### config.mk
export PLATFORM = sky130hd
export DESIGN_NAME = pkt_enq_feeder
export DESIGN_NICKNAME = d
export VERILOG_FILES = /design/src/rtl/heap_ops.sv /design/src/rtl/pkt_feed_fifo.sv /design/src/rtl/pkt_enq_feeder.sv
export SDC_FILE = /design/constraint.sdc
export NUM_CORES = 1
export LEC_CHECK = 0
export CAP_MARGIN = 20
export CORE_ASPECT_RATIO = 1.4
export CORE_UTILIZATION = 28
export DETAILED_ROUTE_END_ITERATION = 6
export GPL_ROUTABILITY_DRIVEN = 0
export GPL_TIMING_DRIVEN = 0
export SKIP_CTS_REPAIR_TIMING = 1
export SYNTH_ARGS = -nofsm -noshare
export SYNTH_HDL_FRONTEND = slang
export SYNTH_SLANG_ARGS = --single-unit
### constraint.sdc
create_clock -name clk -period 13.8 [get_ports clk]
set_clock_uncertainty 0.05 [all_clocks]
set_input_delay 4.14 -clock clk [delete_from_list [all_inputs] [get_ports clk]]
set_output_delay 4.14 -clock clk [all_outputs]
set_load 0.02 [all_outputs]
### src/rtl/heap_ops.sv
// Shared types and constants for the scheduler ingress path.
package heap_ops;

    // Width of the head-of-line age counter.
    localparam int AGE_W = 8;

    // Default field widths for a packet entry.
    localparam int FEED_PWIDTH = 16;
    localparam int FEED_DWIDTH = 32;

    // One buffered packet: scheduler info word plus data word.
    typedef struct packed {
        logic [FEED_PWIDTH-1:0] info;
        logic [FEED_DWIDTH-1:0] data;
    } feed_entry_t;

    // Output register occupancy.
    typedef enum logic {
        OREG_EMPTY  = 1'b0,
        OREG_LOADED = 1'b1
    } oreg_state_t;

endpackage

### src/rtl/pkt_feed_fifo.sv
// Synchronous FIFO with extra-MSB pointers: full/empty decided by the MSB compare.
// Read data is the current head, visible combinationally from the storage array.
module pkt_feed_fifo #(
    parameter int W     = 48,
    parameter int DEPTH = 8
) (
    input  logic                       clk,
    input  logic                       rst_n,
    input  logic                       flush,
    input  logic                       push,
    input  logic [W-1:0]               wdata,
    input  logic                       pop,
    output logic [W-1:0]               rdata,
    output logic                       full,
    output logic                       empty,
    output logic [$clog2(DEPTH):0]     count
);

    localparam int AW = $clog2(DEPTH);

    logic [W-1:0]  mem [DEPTH];
    logic [AW:0]   wr_ptr;
    logic [AW:0]   rd_ptr;

    assign full  = (wr_ptr[AW] != rd_ptr[AW]) && (wr_ptr[AW-1:0] == rd_ptr[AW-1:0]);
    assign empty = (wr_ptr == rd_ptr);
    assign count = wr_ptr - rd_ptr;
    assign rdata = mem[rd_ptr[AW-1:0]];

    // Storage write; contents need no reset because pointers gate visibility.
    always_ff @(posedge clk) begin
        if (push && !full && !flush) begin
            mem[wr_ptr[AW-1:0]] <= wdata;
        end
    end

    // Pointer update; flush empties the FIFO and wins over push/pop.
    always_ff @(posedge clk or negedge rst_n) begin
        if (!rst_n) begin
            wr_ptr <= '0;
            rd_ptr <= '0;
        end else if (flush) begin
            wr_ptr <= '0;
            rd_ptr <= '0;
        end else begin
            if (push && !full) begin
                wr_ptr <= wr_ptr + 1'b1;
            end
            if (pop && !empty) begin
                rd_ptr <= rd_ptr + 1'b1;
            end
        end
    end

endmodule

### src/rtl/pkt_enq_feeder.sv
// Ingress stage in front of the packet scheduler: buffers packets in a FIFO and presents
// them one at a time as enqueue operations, flagging urgency on low rank or HOL ageing.
//
// Handshakes: a beat moves on an edge where valid && ready are both high. The upstream side
// offers s_valid and the feeder answers s_ready (= FIFO not full, from registered pointers);
// the feeder offers sch_valid and holds sch_pkt_info/sch_data/sch_ugr_en stable until
// sch_ready is seen high at an edge.
module pkt_enq_feeder
    import heap_ops::*;
#(
    parameter int DWIDTH     = 32,
    parameter int PWIDTH     = 16,
    parameter int RANK_LSB   = 0,
    parameter int RANK_W     = 8,
    parameter int FDEPTH     = 8,
    parameter int UGR_THRESH = 4,
    parameter int AGE_MAX    = 15
) (
    input  logic                       clk,
    input  logic                       rst_n,
    input  logic                       flush,
    input  logic                       s_valid,
    output logic                       s_ready,
    input  logic [PWIDTH-1:0]          s_pkt_info,
    input  logic [DWIDTH-1:0]          s_data,
    input  logic                       sch_ready,
    output logic                       sch_valid,
    output logic                       sch_enque_en,
    output logic                       sch_ugr_en,
    output logic [PWIDTH-1:0]          sch_pkt_info,
    output logic [DWIDTH-1:0]          sch_data,
    output logic [$clog2(FDEPTH):0]    occupancy,
    output logic [31:0]                enq_cnt,
    output logic [31:0]                ugr_cnt
);

    localparam int EW = PWIDTH + DWIDTH;
    localparam logic [RANK_W:0]  UGR_LIM = UGR_THRESH[RANK_W:0];
    localparam logic [AGE_W-1:0] AGE_LIM = AGE_MAX[AGE_W-1:0];

    oreg_state_t        oreg_state;
    logic [AGE_W-1:0]   age;
    logic               ugr;

    logic               fifo_full;
    logic               fifo_empty;
    logic [EW-1:0]      fifo_rdata;
    logic               push;
    logic               pop;
    logic               transfer;
    logic [PWIDTH-1:0]  head_info;
    logic [DWIDTH-1:0]  head_data;
    logic [RANK_W-1:0]  head_rank;

    assign s_ready   = !fifo_full;
    assign push      = s_valid && s_ready && !flush;
    assign transfer  = (oreg_state == OREG_LOADED) && sch_ready;
    // Refill the output register when it is empty or is being drained this edge.
    assign pop       = !flush && !fifo_empty && ((oreg_state == OREG_EMPTY) || transfer);

    assign head_info = fifo_rdata[EW-1:DWIDTH];
    assign head_data = fifo_rdata[DWIDTH-1:0];
    assign head_rank = head_info[RANK_LSB +: RANK_W];

    assign sch_valid    = (oreg_state == OREG_LOADED);
    assign sch_enque_en = sch_valid;
    assign sch_ugr_en   = ugr && sch_valid;

    pkt_feed_fifo #(
        .W     (EW),
        .DEPTH (FDEPTH)
    ) u_fifo (
        .clk   (clk),
        .rst_n (rst_n),
        .flush (flush),
        .push  (push),
        .wdata ({s_pkt_info, s_data}),
        .pop   (pop),
        .rdata (fifo_rdata),
        .full  (fifo_full),
        .empty (fifo_empty),
        .count (occupancy)
    );

    // Output register FSM with ageing, urgency and delivery counters.
    always_ff @(posedge clk or negedge rst_n) begin
        if (!rst_n) begin
            oreg_state   <= OREG_EMPTY;
            age          <= '0;
            ugr          <= 1'b0;
            sch_pkt_info <= '0;
            sch_data     <= '0;
            enq_cnt      <= '0;
            ugr_cnt      <= '0;
        end else if (flush) begin
            oreg_state   <= OREG_EMPTY;
            age          <= '0;
            ugr          <= 1'b0;
            sch_pkt_info <= '0;
            sch_data     <= '0;
        end else begin
            if (transfer) begin
                enq_cnt <= enq_cnt + 32'd1;
                if (ugr) begin
                    ugr_cnt <= ugr_cnt + 32'd1;
                end
            end
            if (pop) begin
                oreg_state   <= OREG_LOADED;
                sch_pkt_info <= head_info;
                sch_data     <= head_data;
                age          <= '0;
                ugr          <= ({1'b0, head_rank} < UGR_LIM);
            end else if (transfer) begin
                oreg_state <= OREG_EMPTY;
                age        <= '0;
                ugr        <= 1'b0;
            end else if (oreg_state == OREG_LOADED) begin
                // Stalled by the scheduler: age saturates at the limit and forces urgency.
                if (age != AGE_LIM) begin
                    age <= age + 1'b1;
                end
                if ((age + 1'b1 == AGE_LIM) || (age == AGE_LIM)) begin
                    ugr <= 1'b1;
                end
            end
        end
    end

endmodule

## Word-level counts from Yosys, hierarchy flattened

Memories as Yosys holds them, arrays and structs flattened.
Index checks and enable logic that the tools add are counted.

| word-level totals | value |
|---|---|
| register bits after elaboration | 130 |
| RAM bits | 384 |
| input bits | 53 |
| output and inout port bits | 120 |
| logic and storage cells | 74 |
| memories kept | 1 |

| cells by class | value |
|---|---|
| $add $sub $neg | 6 |
| order comparisons | 1 |
| eq/ne operators | 6 |
| mux-type cells | 23 |
| bitwise gates (word level) | 2 |
| reductions and logical operators | 26 |

Memories:

| name | depth | bits a word | rd ports | clocked after Yosys merged registers in | write ports | RTL line | RTL |
|---|---|---|---|---|---|---|---|
| u_fifo.mem | 8 | 48 | 1 | 0 | 1 | pkt_feed_fifo.sv:21 | `logic [W-1:0] mem [DEPTH];` |

Operator list:

| cell | number |
|---|---|
| $add A32 B1 Y32 const B | 2 |
| $mux W32 | 2 |
| $mux W8 | 5 |
| $mux W16 | 2 |
| $eq A8 B4 Y1 const B | 2 |
| $mux W4 | 4 |
| $reduce_bool A4 Y1 | 3 |
| $logic_and A1 B1 Y1 | 10 |
| $mux W1 | 10 |
| $add A4 B1 Y4 const B | 2 |
| $add A8 B1 Y8 const B | 1 |
| $lt A8 B3 Y1 const B | 1 |
| $ne A8 B4 Y1 const B | 1 |
| $reduce_and A2 Y1 | 3 |
| $reduce_bool A2 Y1 | 3 |
| $eq A4 B4 Y1 | 1 |
| $sub A4 B4 Y4 | 1 |
| $eq A3 B3 Y1 | 1 |
| $logic_not A1 Y1 | 3 |
| $reduce_and A3 Y1 | 1 |
| $reduce_bool A3 Y1 | 1 |
| $logic_or A1 B1 Y1 | 2 |
| $not A1 Y1 | 2 |
| $ne A1 B1 Y1 | 1 |

## Longest topological paths before layout

Gate-level depths: netlist of run 1.

| logic depth | value |
|---|---|
| depth in word-level cells | 9 |
| gate-level depth with buffers | 11 |
| depth with buffers taken out | 8 |

## By module

From an unflattened synthesis of run 1, not the netlist that was laid out.

| unflattened totals | value |
|---|---|
| cells, all modules | 1284 |
| area, all modules | 20687.3 um2 |

Modules (own cells, without submodules):

| module | times used | cells an instance | area each (um2) | sequential area each (um2) |
|---|---|---|---|---|
| pkt_feed_fifo | 1 | 725 | 15029.4 | 11731.3 |
| pkt_enq_feeder | 1 | 559 | 5657.9 | 3052.9 |

## Worst setup path before layout of run 1

No wires, ideal clock.

| timing path | value |
|---|---|
| path type | input to register |
| from | in flush |
| to | mem u_fifo.mem[0][0], enable pin |
| setup time | 0.513 ns |
| data arrival time | 8.203 ns |
| data required time | 13.237 ns |
| slack | 5.034 ns |
| stages on the path | 4 |
| path buffers | 2 |
| cell sequence | buf_2 clkbuf_1 or3_1 nor3_1 |

| between the ends | value |
|---|---|
| longest elaborated chain between the ends | 6 |

Ends and longest elaborated chain:

| element | RTL line | RTL |
|---|---|---|
| start, declared | pkt_enq_feeder.sv:21 | `input logic flush,` |
| $logic_not A1 Y1 * | pkt_feed_fifo.sv:32, pkt_enq_feeder.sv:56 |  |
| $logic_and A1 B1 Y1 | pkt_enq_feeder.sv:56 | `assign push = s_valid && s_ready && !flush;` |
| $logic_and A1 B1 Y1 | pkt_feed_fifo.sv:32 | `if (push && !full && !flush) begin` |
| $logic_and A1 B1 Y1 * | pkt_feed_fifo.sv:32 |  |
| $mux W1 * | pkt_feed_fifo.sv:32 |  |
| $mux W1 (implied by the code) * | pkt_feed_fifo.sv:33 | `mem[wr_ptr[AW-1:0]] <= wdata;` |
| end, declared | pkt_feed_fifo.sv:21 |  |

Mark *: on every way between the ends. The rest lies on a longest branch, timed or not.

## Worst setup path in the final report of run 1

| timing path | value |
|---|---|
| from | reg u_fifo.rd_ptr[1] |
| to | out occupancy[3] |

| between the ends | value |
|---|---|
| longest elaborated chain between the ends | 1 |

Ends and longest elaborated chain:

| element | RTL line | RTL |
|---|---|---|
| start, declared | pkt_feed_fifo.sv:23 | `logic [AW:0] rd_ptr;` |
| start signal, assigned | pkt_feed_fifo.sv:50 | `rd_ptr <= rd_ptr + 1'b1;` |
| $sub A4 B4 Y4 | pkt_feed_fifo.sv:27 | `assign count = wr_ptr - rd_ptr;` |
| end, declared | pkt_enq_feeder.sv:32 | `output logic [$clog2(FDEPTH):0] occupancy,` |

No other way between the ends.

==> results of run 1 <==
stage by stage:
stage | util | hold WS [ns] | worst slack, ns
after CTS | 0.357 | 0.425 | 5.53
after global placement | 0.325 | 0.412 | 0.603
after global routing | 0.357 | 0.446 | 5.43
final | 0.357 | 0.422 | 5.63
after floorplan | - | 0.400 | 5.03
after detailed placement | 0.332 | 0.412 | 6.20
metal layers:
metal,part of all wire,vias to the layer above
met1,0.39,5417
met3,0.048,84
met4,0.026,4
met2,0.53,257
li1,-,4720
met5,0.00051,-
state kept, by name (all words and copies together) (netlist names):
| register | cells |
|---|---|
| ugr_cnt | 32 |
| u_fifo.wr_ptr | 4 |
| u_fifo.rd_ptr | 4 |
| sch_pkt_info | 16 |
| sch_data | 32 |
| age | 8 |
| sch_enque_en | 1 |
| enq_cnt | 32 |
| u_fifo.mem | 384 |
| ugr | 1 |
synthesized netlist by cell type, drive strengths merged, types with 7 or more instances:
library cell / instances / share of area
edfxtp: 384 / 0.58
mux4: 96 / 0.11
and3: 15 / 0.0047
buf: 29 / 0.0081
inv: 10 / 0.0019
and4: 7 / 0.0031
o21ai: 57 / 0.014
mux2i: 45 / 0.023
nand4: 14 / 0.0044
nor3: 7 / 0.0028
nand2: 91 / 0.017
nand3: 27 / 0.0068
nor2: 29 / 0.0055
xnor2: 59 / 0.026
clkbuf: 16 / 0.0030
dfrtp: 130 / 0.16
ha: 9 / 0.0056
xor2: 15 / 0.0066
cell type report:
| cell class | count | area, sq um | area share |
|---|---|---|---|
| tap | 936 | 1170 | 0.0467 |
| clock inverter | 28 | 448 | 0.0178 |
| inverter | 10 | 37.5 | 0.00150 |
| clock buffer | 64 | 1310 | 0.0523 |
| timing repair buffer | 197 | 2160 | 0.0862 |
| antenna | 2 | 5.00 | 0.000199 |
| multi-input combinational | 517 | 4960 | 0.198 |
| buffer | 45 | 221 | 0.00882 |
| sequential | 514 | 14800 | 0.589 |
how the worst max path moves through the flow:
| stage | from | end | slack (ns) | cells after the start |
|---|---|---|---|---|
| 5_1_grt | u_fifo.rd_ptr[1] | occupancy[3] | 5.43 | 8 |
| 6_report | u_fifo.rd_ptr[1] | occupancy[3] | 5.63 | 8 |
| 2_1_floorplan | flush | u_fifo.mem[0][0] | 5.03 | 4 |
| 3_5_place_dp | u_fifo.rd_ptr[1] | occupancy[3] | 6.20 | 8 |
| 4_1_cts | u_fifo.rd_ptr[1] | occupancy[3] | 5.53 | 8 |
| 3_3_place_gp | flush | u_fifo.mem[0][10] | 0.60 | 5 |
placed cells by master, fill, tap and decap left out, types with 3 or more instances in the layout:
cell type,count
and4_1,7
mux4_2,96
nor2_4,6
inv_1,8
mux2i_1,45
buf_2,18
buf_1,5
o31ai_1,4
buf_4,4
a22o_1,3
ha_1,9
o21ai_0,30
and3_1,15
and2_1,4
xor2_1,15
nand2_1,91
o21ai_1,27
nor2b_1,5
clkbuf_8,3
clkinv_2,10
edfxtp_1,384
nand3_1,27
clkbuf_16,49
buf_6,13
buf_12,8
or3_1,5
nand4_1,14
nor2_1,23
a21oi_1,4
clkdlybuf4s50_1,171
buf_16,5
nor3_2,6
nand2b_1,5
clkbuf_1,28
bufinv_16,10
xnor2_1,59
dfrtp_1,130
cell families after synthesis:
group                      Yosys count
xor gates and xnor gates            74
and+or+nand+nor                    215
adders and majority gates           10
AOI/OAI and AO/OA                   76
muxes                              142
buffers and inverters               55
DFF                                514
report_power, final:
group / switching (mW) / internal (mW)
clock: 0.587 / 0.867
sequential: 0.0749 / 1.76
combinational: 0.482 / 0.402
worst max-delay path, stage by stage (launching register included):
cell,delay [ns]
dfrtp_1,0.54
buf_2,0.29
inv_2,0.21
buf_1,0.79
ha_1,0.39
a21o_1,0.16
a21oi_1,0.18
xnor2_1,0.13
clkdlybuf4s50_1,0.68
==> flow_summary.yaml, run 1 <==
detailed_routing:
  drt-pass1-iter-count: 4
  antenna_left: 0
  wirelength_um: 46700
  drc: 0
  via_per_inst: 4.53
  first_iter_violations: 683
  vias: 10500
  wl_per_cell_um: 20.2
job:
  maxCapViolations: 0
timing:
  rsz0062_at_grt: "false"
  period_share: 0.592
  finalSetupViolCount: 0
  hold_viol_final: 0
  slew_viol_final: 0
  finalSetupTns_ns: 0
  relSlewSlack: 0.319
  fmax_mhz: 122
  fin_crit_ns: 8.17
  tightest_slew_ns: 1.02
clock_network:
  clockBufferDepth: 3
  clk_pin_slew_worst_paths_ns: 0.06
  insertion_delay_ns: 0.61
  numCtsBuffers: 49
  cts_tree: "done"
  cts_max_level: 2
  cts_num_sinks: 514
  root_buffer: "clkbuf_16"
floorplanning:
  die-area_sq_um: 72300
  fp.dieH_um: 318
  die_x_um: 228
  core_region_area_sq_um: 70400
  start_util: 0.284
  io-pin-count: 173
  num_rows: 115
placement:
  numPortBuffers: 172
  dp_hpwl_um: 31600
  place_area_sq_um: 23300
  dp_cells: 2219
finish:
  drive_gt1_frac: 0.177
  stdcell_count: 2313
  postLayoutCellArea_sq_um: 25100
  synthToLayoutAreaGrowth_pct: 25.8
  fillers: 6615
  nets: 1397
yosys:
  yosysSeqAreaShare: 0.741
  synthAdderAreaFrac: 0.00665
  synth_top_family_by_area: "multiplexers"
  synth_cell_type_count: 44
  synth_warnings: 0
  ys_ff_latch: 514
  postSynthAreaPerCell_sq_um: 18.4
  yosys.area_share.simple: 0.0538
  synthXorXnorAreaFrac: 0.0325
  syn-cell-area_sq_um: 19900
  synth_edf_count: 384
  synth_flop_cell: "edfxtp_1"
  synthCells: 1086
  synth_mux_area_frac: 0.132
  synth_compound_area_frac: 0.0214
  synth.net_count: 1149
  postSynth.asyncResetShare: 0.253
worst_setup_path:
  critPathMaxFanout: 10
  cp.required_ns: 9.61
  r2r_end: "u_fifo.mem[0][24]"
  reg2reg_depth: 11
  worstSetupPathType: "reg -> out"
  r2r-start: "u_fifo.rd_ptr[1]"
  cp_data_arrival_time_ns: 3.98
  ff2ff_setup_slack_ns: 9.08
  worstSetupEndpointType: "output port"
  startpoint_type: "flip-flop"
worst_hold_path:
  hold_path_end: "ugr_cnt[31]"
  holdCritPathClass: "reg -> reg"
  min_from: "ugr_cnt[31]"
  hold_depth: 1
pwr:
  peakVddDrop_mv: 0.100
  total_power_mw: 4.18
  power_density_nw_per_um2: 166
  total_leakage_power_nw: 8.84
global_route:
  grt_remaining_overflow: 0
  track_usage: 0.132
  antenna_found_initial: 7
  busiest_layer: "met2"
  grt_util_met3: 0.0261
  grtUsageMet1: 0.152
  use_met2: 0.240
  grt_pass1_vias: 11400
  grt_first_pass_wirelength_um: 70400
  grt_max_degree: 87
status:
  status: "completed"
No activity file was read; power rests on OpenSTA's default activity.
==> inputs of run 2 (changes only) <==
==> constraint.sdc (replaced) <==
create_clock -name clk -period 8.3 [get_ports clk]
set_clock_uncertainty 0.05 [all_clocks]
set_input_delay 2.49 -clock clk [delete_from_list [all_inputs] [get_ports clk]]
set_output_delay 2.49 -clock clk [all_outputs]
set_load 0.02 [all_outputs]
==> results of run 2 <==
Same layout as run 1 (identical final DEF). Status: completed.
Among the figures that moved: setup slack after placement 6.20 ns -> 2.35 ns; setup slack after layout 5.63 ns -> 1.78 ns; register-to-register setup slack 9.08 ns -> 3.58 ns; total power 4.18 mW -> 6.94 mW; worst IR drop on VDD 0.100 mV -> 0.167 mV
==> inputs of run 3 (changes only) <==
==> constraint.sdc (replaced) <==
create_clock -name clk -period 6 [get_ports clk]
set_clock_uncertainty 0.05 [all_clocks]
set_input_delay 1.8 -clock clk [delete_from_list [all_inputs] [get_ports clk]]
set_output_delay 1.8 -clock clk [all_outputs]
set_load 0.02 [all_outputs]
==> run 3 against run 2 <==
  * Cell count fell by 0.22%
  * Via count fell by 0.44%
  * Non-clock buffer count fell by 5
  * Utilization fell by 0.25 points
  * Worst setup slack got worse by 1.1 ns
  * First-iteration DRC count fell by 13%
  * Global-route usage fell by 0.17 points
  * Count of clock-buffer cells in the layout rose by 4
  * Flip-flop and latch count did not move
  * Routed wire length fell by 0.78%
  * Critical endpoint unchanged
  * Largest cell class unchanged
  * Highest routed layer unchanged
==> flow_summary.yaml, run 3 (same netlist as run 1, synthesis figures left out) <==
finish:
  stdcell_count: 2308
  final_cell_mix: "edfxtp_1 (384), clkdlybuf4s50_1 (171), dfrtp_1 (130)"
  nets: 1394
  final_common_cell: "edfxtp_1"
  multi_input_area_sq_um: 4970
  drive_gt1_frac: 0.170
  seq_area_sq_um: 14800
  postLayoutCellArea_sq_um: 24900
  largest_reg_flops: 384
  synthToLayoutAreaGrowth_pct: 25.0
  utilization: 0.354
  antenna_cells: 0
  fillers: 6537
clock_network:
  numCtsBuffers: 51
  insertion_delay_ns: 0.59
  root_buffer: "clkbuf_16"
  clk_pin_slew_worst_paths_ns: 0.07
  clockBufferDepth: 3
  cts_tree: "done"
  cts_num_sinks: 514
  cts_max_level: 2
worst_hold_path:
  holdCritPathClass: "reg -> reg"
  min_from: "ugr_cnt[31]"
placement:
  place_area_sq_um: 23400
  numPortBuffers: 172
  dp_hpwl_um: 31500
  dp_cells: 2215
floorplanning:
  core_region_area_sq_um: 70400
  die_x_um: 228
  io-pin-count: 173
  start_util: 0.284
  fp.dieH_um: 318
  num_rows: 115
  die-area_sq_um: 72300
timing:
  tightest_slew_ns: 0.921
  finalSetupViolCount: 0
  relSlewSlack: 0.386
  holdWs_ns: 0.424
  fmax_mhz: 187
  rsz0062_at_grt: "false"
  fin_crit_ns: 5.35
  hold_viol_final: 0
  period_share: 0.892
  slew_viol_final: 0
detailed_routing:
  first_iter_violations: 593
  drt-pass1-iter-count: 4
  drc: 0
  vias: 10400
  antenna_left: 0
  via_per_inst: 4.52
  wl_per_cell_um: 20.1
  wirelength_um: 46300
worst_setup_path:
  worstSetupEndpointType: "output port"
  r2r-start: "u_fifo.rd_ptr[1]"
  setup.worst_path.start: "u_fifo.rd_ptr[1]"
  worstSetupPathType: "reg -> out"
  cp.required_ns: 4.15
  cp_data_arrival_time_ns: 3.50
  startpoint_type: "flip-flop"
  critPathMaxFanout: 16
pwr:
  peakVddDrop_mv: 0.251
  total_power_mw: 9.28
  power_density_nw_per_um2: 372
  total_leakage_power_nw: 8.72
global_route:
  grt_first_pass_wirelength_um: 69800
  grt_remaining_overflow: 0
  track_usage: 0.130
  antenna_found_initial: 8
  grt_pass1_vias: 11100
  grt_max_degree: 67
job:
  maxCapViolations: 0
status:
  status: "completed"
## run 3: through the flow
step	setup TNS (ns)	setup slack, ns
after global placement	-1059.98	-2.72
after global routing	0	0.523
final	0	0.648
after floorplan	0	0.861
after detailed placement	0	0.662
after CTS	-0.0280	-0.0280
## run 3: worst max-delay path, stage by stage, from the launching register on
cell and delay, ns:
dfrtp_1 0.62, buf_2 0.37, inv_2 0.31, ha_1 0.41
a21o_1 0.17, a21oi_1 0.18, xnor2_1 0.18, clkdlybuf4s50_1 0.69
## run 3: cell type report
cell class | count | share of cell area
clock buffers | 68 | 0.0546
well taps | 936 | 0.0470
repair buffers | 193 | 0.0876
multi-input cells | 517 | 0.199
inverters | 10 | 0.00151
clock inverters | 26 | 0.00798
flip-flops and latches | 514 | 0.593
plain buffers | 44 | 0.00873
## run 3: layer usage
layer | routed length [um] | vias up | global-route usage
met1 | 18300 | 5402 | 0.152
met2 | 24500 | 235 | 0.233
met5 | 104 | - | 0
met3 | 2480 | 75 | 0.0316
li1 | - | 4710 | -
met4 | 1010 | 14 | 0.0352
## run 3: final timing paths
path | slack (ns) | cells past startpoint | end
worst max-delay path | 0.65 | 7 | occupancy[3]
worst max register to register | 1.85 | 10 | u_fifo.mem[1][15]
max in group asynchronous | 3.89 | 2 | sch_data[16]
worst min register to register | 0.42 | 1 | ugr_cnt[31]
min in group asynchronous | 1.19 | 1 | enq_cnt[15]
worst min-delay path | 0.42 | 1 | ugr_cnt[31]
## run 3: power breakdown
| part | leakage (nW) | internal (mW) | switching, mW |
|---|---|---|---|
| Combinational | 2.73 | 0.925 | 1.11 |
| Sequential | 5.25 | 4.05 | 0.169 |
| Clock | 0.751 | 1.68 | 1.34 |
